**config.mk**
```make
export PLATFORM = sky130hd
export DESIGN_NAME = sram_arbiter_flat
export DESIGN_NICKNAME = d
export VERILOG_FILES = /design/src/rtl/sram_arbiter_if.sv /design/src/rtl/sram_arbiter.sv /design/src/flat_wrapper.sv
export SDC_FILE = /design/constraint.sdc
export NUM_CORES = 1
export LEC_CHECK = 0
export BUFFER_PORTS_ARGS = -buffer_cell sky130_fd_sc_hd__buf_2
export CORE_MARGIN = 10
export CORE_UTILIZATION = 44
export DETAILED_ROUTE_END_ITERATION = 8
export PLACE_DENSITY_LB_ADDON = 0.1
export SETUP_SLACK_MARGIN = 0.5
export SYNTH_ARGS = -nofsm -noshare
export SYNTH_HDL_FRONTEND = slang
export SYNTH_SLANG_ARGS = --single-unit
```
**constraint.sdc**
```tcl
create_clock -name clock -period 2.4 [get_ports clock]
set_clock_uncertainty 0.2 [all_clocks]
set_input_delay 0.12 -clock clock [delete_from_list [all_inputs] [get_ports clock]]
set_output_delay 0.12 -clock clock [all_outputs]
set_load 0.02 [all_outputs]
```
**src/rtl/sram_arbiter_if.sv**
```systemverilog
`default_nettype none
// ============================================================================
// Module      : sram_arbiter_if
// Description : IFU/LSU request-response channels plus the shared SRAM port.
// Revision    : 1.0 - initial release
// ============================================================================
interface sram_arbiter_if;
    logic        ifu_req_valid;
    logic        ifu_req_ready;
    logic [31:0] ifu_req_addr;
    logic        ifu_resp_valid;
    logic        ifu_resp_ready;
    logic [31:0] ifu_resp_data;

    logic        lsu_req_valid;
    logic        lsu_req_ready;
    logic        lsu_req_wen;
    logic [31:0] lsu_req_addr;
    logic [31:0] lsu_req_len;
    logic [31:0] lsu_req_wdata;
    logic        lsu_resp_valid;
    logic        lsu_resp_ready;
    logic [31:0] lsu_resp_data;

    logic        mem_load;
    logic        mem_store;
    logic [31:0] mem_addr;
    logic [31:0] mem_len;
    logic [31:0] mem_wdata;
    logic [31:0] mem_rdata;

    // Arbiter side
    modport slave (
        input  ifu_req_valid, ifu_req_addr, ifu_resp_ready,
        input  lsu_req_valid, lsu_req_wen, lsu_req_addr, lsu_req_len, lsu_req_wdata,
        input  lsu_resp_ready, mem_rdata,
        output ifu_req_ready, ifu_resp_valid, ifu_resp_data,
        output lsu_req_ready, lsu_resp_valid, lsu_resp_data,
        output mem_load, mem_store, mem_addr, mem_len, mem_wdata
    );

    // IFU / LSU / SRAM side
    modport master (
        output ifu_req_valid, ifu_req_addr, ifu_resp_ready,
        output lsu_req_valid, lsu_req_wen, lsu_req_addr, lsu_req_len, lsu_req_wdata,
        output lsu_resp_ready, mem_rdata,
        input  ifu_req_ready, ifu_resp_valid, ifu_resp_data,
        input  lsu_req_ready, lsu_resp_valid, lsu_resp_data,
        input  mem_load, mem_store, mem_addr, mem_len, mem_wdata
    );
endinterface
`default_nettype wire

```
**src/rtl/sram_arbiter.sv**
```systemverilog
`default_nettype none
// ============================================================================
// Module      : sram_arbiter
// Description : Round-robin IFU/LSU arbiter for the single SRAM port with a
//               fixed access latency and valid/ready response channels.
// Revision    : 1.0 - initial release
// ============================================================================
module sram_arbiter #(
    parameter int LATENCY = 1,
    parameter int IFU_LEN = 4
) (
    input  wire logic      clock,
    input  wire logic      reset,   // active-low, asynchronous
    sram_arbiter_if.slave  bus
);
    localparam int   CNT_W       = (LATENCY > 1) ? $clog2(LATENCY) : 1;
    localparam logic c_OWNER_IFU = 1'b0;
    localparam logic c_OWNER_LSU = 1'b1;

    typedef enum logic [1:0] {
        S_IDLE   = 2'd0,
        S_ACCESS = 2'd1,
        S_RESP   = 2'd2
    } state_t;

    state_t             r_state;
    logic               r_last_grant;
    logic               r_owner;
    logic [CNT_W-1:0]   r_cnt;
    logic               r_mem_load;
    logic               r_mem_store;
    logic [31:0]        r_mem_addr;
    logic [31:0]        r_mem_len;
    logic [31:0]        r_mem_wdata;
    logic [31:0]        r_rdata;
    logic               r_ifu_resp_valid;
    logic               r_lsu_resp_valid;

    logic               w_idle;
    logic               w_grant_ifu;
    logic               w_grant_lsu;
    logic               w_resp_done;

    // Ready is gated by reset so neither master sees a grant while held in reset.
    assign w_idle      = reset && (r_state == S_IDLE);
    assign w_grant_ifu = w_idle && bus.ifu_req_valid &&
                         (!bus.lsu_req_valid || (r_last_grant == c_OWNER_LSU));
    assign w_grant_lsu = w_idle && bus.lsu_req_valid &&
                         (!bus.ifu_req_valid || (r_last_grant == c_OWNER_IFU));
    assign w_resp_done = (r_owner == c_OWNER_IFU) ? bus.ifu_resp_ready : bus.lsu_resp_ready;

    always_ff @(posedge clock or negedge reset) begin
        if (!reset) begin
            r_state          <= S_IDLE;
            r_last_grant     <= c_OWNER_LSU;
            r_owner          <= c_OWNER_IFU;
            r_cnt            <= '0;
            r_mem_load       <= 1'b0;
            r_mem_store      <= 1'b0;
            r_mem_addr       <= '0;
            r_mem_len        <= '0;
            r_mem_wdata      <= '0;
            r_rdata          <= '0;
            r_ifu_resp_valid <= 1'b0;
            r_lsu_resp_valid <= 1'b0;
        end else begin
            r_mem_load  <= 1'b0;
            r_mem_store <= 1'b0;
            case (r_state)
                S_IDLE: begin
                    if (w_grant_ifu) begin
                        r_owner      <= c_OWNER_IFU;
                        r_last_grant <= c_OWNER_IFU;
                        r_mem_addr   <= bus.ifu_req_addr;
                        r_mem_len    <= 32'(IFU_LEN);
                        r_mem_wdata  <= '0;
                        r_mem_load   <= 1'b1;
                        r_cnt        <= CNT_W'(LATENCY - 1);
                        r_state      <= S_ACCESS;
                    end else if (w_grant_lsu) begin
                        r_owner      <= c_OWNER_LSU;
                        r_last_grant <= c_OWNER_LSU;
                        r_mem_addr   <= bus.lsu_req_addr;
                        r_mem_len    <= bus.lsu_req_len;
                        r_mem_wdata  <= bus.lsu_req_wdata;
                        r_mem_load   <= !bus.lsu_req_wen;
                        r_mem_store  <= bus.lsu_req_wen;
                        r_cnt        <= CNT_W'(LATENCY - 1);
                        r_state      <= S_ACCESS;
                    end
                end
                S_ACCESS: begin
                    // The strobe is only high in the first ACCESS cycle.
                    if (r_mem_load) begin
                        r_rdata <= bus.mem_rdata;
                    end else if (r_mem_store) begin
                        r_rdata <= '0;
                    end
                    if (r_cnt == '0) begin
                        r_ifu_resp_valid <= (r_owner == c_OWNER_IFU);
                        r_lsu_resp_valid <= (r_owner == c_OWNER_LSU);
                        r_state          <= S_RESP;
                    end else begin
                        r_cnt <= r_cnt - 1'b1;
                    end
                end
                S_RESP: begin
                    if (w_resp_done) begin
                        r_ifu_resp_valid <= 1'b0;
                        r_lsu_resp_valid <= 1'b0;
                        r_state          <= S_IDLE;
                    end
                end
                default: r_state <= S_IDLE;
            endcase
        end
    end

    assign bus.ifu_req_ready  = w_grant_ifu;
    assign bus.lsu_req_ready  = w_grant_lsu;
    assign bus.ifu_resp_valid = r_ifu_resp_valid;
    assign bus.lsu_resp_valid = r_lsu_resp_valid;
    assign bus.ifu_resp_data  = r_rdata;
    assign bus.lsu_resp_data  = r_rdata;
    assign bus.mem_load       = r_mem_load;
    assign bus.mem_store      = r_mem_store;
    assign bus.mem_addr       = r_mem_addr;
    assign bus.mem_len        = r_mem_len;
    assign bus.mem_wdata      = r_mem_wdata;
endmodule
`default_nettype wire

```
**src/flat_wrapper.sv**
```systemverilog
// flat-port wrapper written by rule: the top's interface ports become plain ports
module sram_arbiter_flat 
#(
    parameter int LATENCY = 1,
    parameter int IFU_LEN = 4
)
  (clock, reset, bus_ifu_req_valid, bus_ifu_req_addr, bus_ifu_resp_ready, bus_lsu_req_valid, bus_lsu_req_wen, bus_lsu_req_addr, bus_lsu_req_len, bus_lsu_req_wdata, bus_lsu_resp_ready, bus_mem_rdata, bus_ifu_req_ready, bus_ifu_resp_valid, bus_ifu_resp_data, bus_lsu_req_ready, bus_lsu_resp_valid, bus_lsu_resp_data, bus_mem_load, bus_mem_store, bus_mem_addr, bus_mem_len, bus_mem_wdata);
  sram_arbiter_if bus_i ();
  input  wire logic clock;
  input  wire logic reset;
  input wire logic [$bits(bus_i.ifu_req_valid)-1:0] bus_ifu_req_valid;
  input wire logic [$bits(bus_i.ifu_req_addr)-1:0] bus_ifu_req_addr;
  input wire logic [$bits(bus_i.ifu_resp_ready)-1:0] bus_ifu_resp_ready;
  input wire logic [$bits(bus_i.lsu_req_valid)-1:0] bus_lsu_req_valid;
  input wire logic [$bits(bus_i.lsu_req_wen)-1:0] bus_lsu_req_wen;
  input wire logic [$bits(bus_i.lsu_req_addr)-1:0] bus_lsu_req_addr;
  input wire logic [$bits(bus_i.lsu_req_len)-1:0] bus_lsu_req_len;
  input wire logic [$bits(bus_i.lsu_req_wdata)-1:0] bus_lsu_req_wdata;
  input wire logic [$bits(bus_i.lsu_resp_ready)-1:0] bus_lsu_resp_ready;
  input wire logic [$bits(bus_i.mem_rdata)-1:0] bus_mem_rdata;
  output wire logic [$bits(bus_i.ifu_req_ready)-1:0] bus_ifu_req_ready;
  output wire logic [$bits(bus_i.ifu_resp_valid)-1:0] bus_ifu_resp_valid;
  output wire logic [$bits(bus_i.ifu_resp_data)-1:0] bus_ifu_resp_data;
  output wire logic [$bits(bus_i.lsu_req_ready)-1:0] bus_lsu_req_ready;
  output wire logic [$bits(bus_i.lsu_resp_valid)-1:0] bus_lsu_resp_valid;
  output wire logic [$bits(bus_i.lsu_resp_data)-1:0] bus_lsu_resp_data;
  output wire logic [$bits(bus_i.mem_load)-1:0] bus_mem_load;
  output wire logic [$bits(bus_i.mem_store)-1:0] bus_mem_store;
  output wire logic [$bits(bus_i.mem_addr)-1:0] bus_mem_addr;
  output wire logic [$bits(bus_i.mem_len)-1:0] bus_mem_len;
  output wire logic [$bits(bus_i.mem_wdata)-1:0] bus_mem_wdata;
  assign bus_i.ifu_req_valid = bus_ifu_req_valid;
  assign bus_i.ifu_req_addr = bus_ifu_req_addr;
  assign bus_i.ifu_resp_ready = bus_ifu_resp_ready;
  assign bus_i.lsu_req_valid = bus_lsu_req_valid;
  assign bus_i.lsu_req_wen = bus_lsu_req_wen;
  assign bus_i.lsu_req_addr = bus_lsu_req_addr;
  assign bus_i.lsu_req_len = bus_lsu_req_len;
  assign bus_i.lsu_req_wdata = bus_lsu_req_wdata;
  assign bus_i.lsu_resp_ready = bus_lsu_resp_ready;
  assign bus_i.mem_rdata = bus_mem_rdata;
  assign bus_ifu_req_ready = bus_i.ifu_req_ready;
  assign bus_ifu_resp_valid = bus_i.ifu_resp_valid;
  assign bus_ifu_resp_data = bus_i.ifu_resp_data;
  assign bus_lsu_req_ready = bus_i.lsu_req_ready;
  assign bus_lsu_resp_valid = bus_i.lsu_resp_valid;
  assign bus_lsu_resp_data = bus_i.lsu_resp_data;
  assign bus_mem_load = bus_i.mem_load;
  assign bus_mem_store = bus_i.mem_store;
  assign bus_mem_addr = bus_i.mem_addr;
  assign bus_mem_len = bus_i.mem_len;
  assign bus_mem_wdata = bus_i.mem_wdata;
  sram_arbiter #(.LATENCY(LATENCY), .IFU_LEN(IFU_LEN)) u_core (.clock(clock), .reset(reset), .bus(bus_i));
endmodule
```
==> results by group <==
Synthesis
  • Synthesized Nets: ~650
  • Area leader, netlist: dfrtp_1
  • Cell with the most instances after synthesis: dfrtp_1
  • Syn Std Cell Area: between 5000 and 6000 µm²
  • Main flop type after synthesis: dfrtp_1
  • Post-synth top cells: 135 x dfrtp_1, 95 x a22o_1, 36 x nand2_1, 34 x buf_4
  • Synthesized area per cell: approximately 12 µm²
  • Share of the synthesized area in the top cell type: 0.575
  • Number of synthesized flops with an enable pin: 0
  • Yosys warns: 0
  • Ys async rst share: 1.00
  • Synth cell types: 32
  • Yosys reg bits: between 100 and 150
  • Mapped Cells: 479
  • Seq/Total Area, Yosys: 0.580
  • Synth top area cells: dfrtp_1 58%, a22o_1 14%, o22a_1 4.6%

GRT
  • GRT Total Usage: 0.254
  • Largest net degree at the start of global routing: 80
  • Initial antenna violation count: 2
  • Vias in the first global route: between 6000 and 7000
  • First-pass GRT wire length: 37100 µm
  • GR Overflow Total: 0

Setup path
  • Crit-path cells: buf_6, or3b_4, buf_12, o31a_1, o22a_1
  • FF-to-FF setup slack: roughly 0.41 ns
  • Reg2reg path depth: 5
  • CP endpoint kind: register
  • Critical-path top delay cell: dfrtp_2
  • Crit path buf inv count: 2
  • Worst setup path startpoint: u_core.r_state[1]
  • Crit path max fanout: 16
  • Critical path depth: 5
  • Critical path type: reg2reg
  • R2R Path Start: u_core.r_state[1]
  • FF-to-FF End: u_core.bus.mem_addr[3]
  • Worst Setup EP: u_core.bus.mem_addr[3]
  • CP Launch Type: register
  • Crit path arrival time: 2.08 ns
  • Required @ worst endpoint: between 2 and 2.5 ns
  • Largest delay share family, worst path: compound AO/OA/AOI/OAI gates
  • Max incr delay on CP: roughly 0.44 ns

Routing
  • Wire per inst: 21.2 µm
  • Post-Route WL: between 20000 and 25000 µm
  • Vias: approximately 6200
  • Highest layer used for signal routing: met4
  • WL met2: 12300 µm
  • Met3 WL: between 2000 and 2500 µm
  • Initial DRC count: around 340
  • Residual DRC count: 0
  • Routed Antenna Nets: 0
  • Met1 wire length: ~8700 µm
  • DRT Pass-1 Iters: 4
  • Vias/cell: approximately 5.4

STA
  • Crit path time final: ~2.0 ns
  • Fin crit share: 0.828
  • Worst Max-Slew Pin Slew: approximately 1.0 ns
  • Fin Setup TNS: 0 ns
  • Final setup fails: 0
  • RSZ-0062 raised after global routing: yes
  • Max Slew Vio Count: 0
  • Max Fclk: between 0.5 and 0.6 GHz
  • Hold Violations, Final: 0
  • Slew Limit Headroom: 0.318

Floorplan
  • Die width: 136 µm
  • Die area: ~18000 µm²
  • Core Area: roughly 13000 µm²
  • Core Rows: 42
  • IO Pins: roughly 330
  • Initial core utilization: 0.447
  • Die height: ~140 µm

Finish
  • Syn-to-layout area delta: 69.0%
  • Non-Filler Instances: between 1000 and 1500
  • Final core utilization: 0.755
  • Post-route cell area: ~9900 µm²
  • Final Net Count: 1112
  • Share of cells above drive strength 1: 0.424

Clock network
  • TritonCTS clock tree: done
  • Root buffer cell: clkbuf_16
  • # clock sinks: 136
  • CTS Buf Count: 17
  • H-tree Lvls: 4
  • Clk slew on worst S/H paths: roughly 0.060 ns
  • Max clock buf depth: 2
  • Clk Latency, worst-skew pair: 0.41 ns

Pwr
  • Power per Cell Area: approximately 1200 nW/µm²
  • VDD IR max: just over 0.6 mV
  • Tot Pwr: 0.0123 W
  • Leak: approximately 5 nW

Min path
  • Hold_sp: reset
  • Hold WC Path Type: in2reg

Placed design
  • # port buffers: 332
  • Placed cell areas: between 7000 and 8000 µm²
  • GP Congestion: 0.837
  • Dpl cells: roughly 920
  • DPL Wire Length: about 15000 µm

Run
  • MaxCap Viol Count: 0

Status
  • Status: finished, final reports clean
timing repair:
action | 4_1_cts | 5_1_grt
hold buffers | 168 | 0
pin swaps | 2 | 13
cloned | 1 | 3
setup buffers | 6 | 2
hold endpoints to repair | 192 | 0
gates resized for setup | 8 | 11
endpoints found under the setup margin | 91 | 130
tightest hold or removal path: stages:
cell     delay [ns]
buf_6          0.10
nor3b_4        0.15
buf_6          0.12
nand3_4        0.09
buf_4          0.12
a21oi_1        0.05
cell families (layout without fill, tap and decap cells):
family          Yosys count  in the layout  share of synthesized area
compound gates          200            200                      0.287
buf+inv                  88            565                     0.0870
flops                   136            136                      0.580
other cells               0              2                          0
simple gates             55             57                     0.0458
stage by stage:
stage	hold slack [ns]	worst slack (ns)
CTS	0.0760	0.452
detailed placement	-0.211	0.299
global route	0.198	0.396
finish	0.179	0.413
floorplan	-0.376	0.540
global placement	-0.216	0.395
layer usage:
metal / global-route usage / up-vias
met5: 0 / -
met4: 0.132 / 0
met3: 0.0775 / 72
met2: 0.426 / 363
met1: 0.287 / 3010
li1: - / 2720
state kept, by name, indices dropped and copies added (netlist names):
name and count:
u_core.bus.lsu_resp_valid 1, u_core.bus.mem_load 1, u_core.bus.ifu_resp_data 32, u_core.r_state 2, u_core.bus.mem_store 1, u_core.bus.mem_addr 32
u_core.r_owner 1, u_core.bus.ifu_resp_valid 1, u_core.bus.mem_len 32, u_core.r_last_grant 1, u_core.bus.mem_wdata 32
final cells by class:
type / count / area [µm²]
repair buffers: 527 / 3650
clock inverters: 11 / 120
clock buffers: 21 / 480
inverters: 6 / 22.5
flip-flops and latches: 136 / 3410
multi-input cells: 257 / 2010
diodes: 2 / 5.00
fillers: 909 / 3220
well taps: 176 / 220
worst min-delay path by stage:
stage,to,slack (ns),cells after the start
floorplan,u_core.bus.ifu_resp_data[0],-0.38,0
global placement,u_core.bus.ifu_resp_data[23],-0.22,1
detailed placement,u_core.bus.lsu_resp_valid,-0.21,1
CTS,u_core.bus.mem_load,0.08,5
global route,u_core.bus.mem_load,0.20,6
finish,u_core.bus.mem_load,0.18,6
power breakdown:
group / internal (W) / total, W / switching (W)
combinational: 0.00224 / 0.00560 / 0.00336
sequential: 0.00336 / 0.00407 / 0.000714
clock: 0.00164 / 0.00261 / 0.000973
cell usage in the layout, fill, tap and decap left out, types with 2 or more instances in the layout:
cell type      count
a21oi_1            5
buf_4             17
dfrtp_1          133
inv_1              4
buf_6              8
nor2b_2            2
diode_2            2
buf_2            329
clkbuf_16         18
a22o_1            95
a21o_1             2
clkinv_2           4
nand3b_1           3
bufinv_16          2
dfrtp_2            2
nand2b_1           3
clkinvlp_4         3
o22a_1            31
o211ai_1          31
clkbuf_8           4
dlygate4sd3_1    168
o31a_1            31
buf_12             4
nand2_1           35
Note: power is estimated with default switching activity, not from simulation.
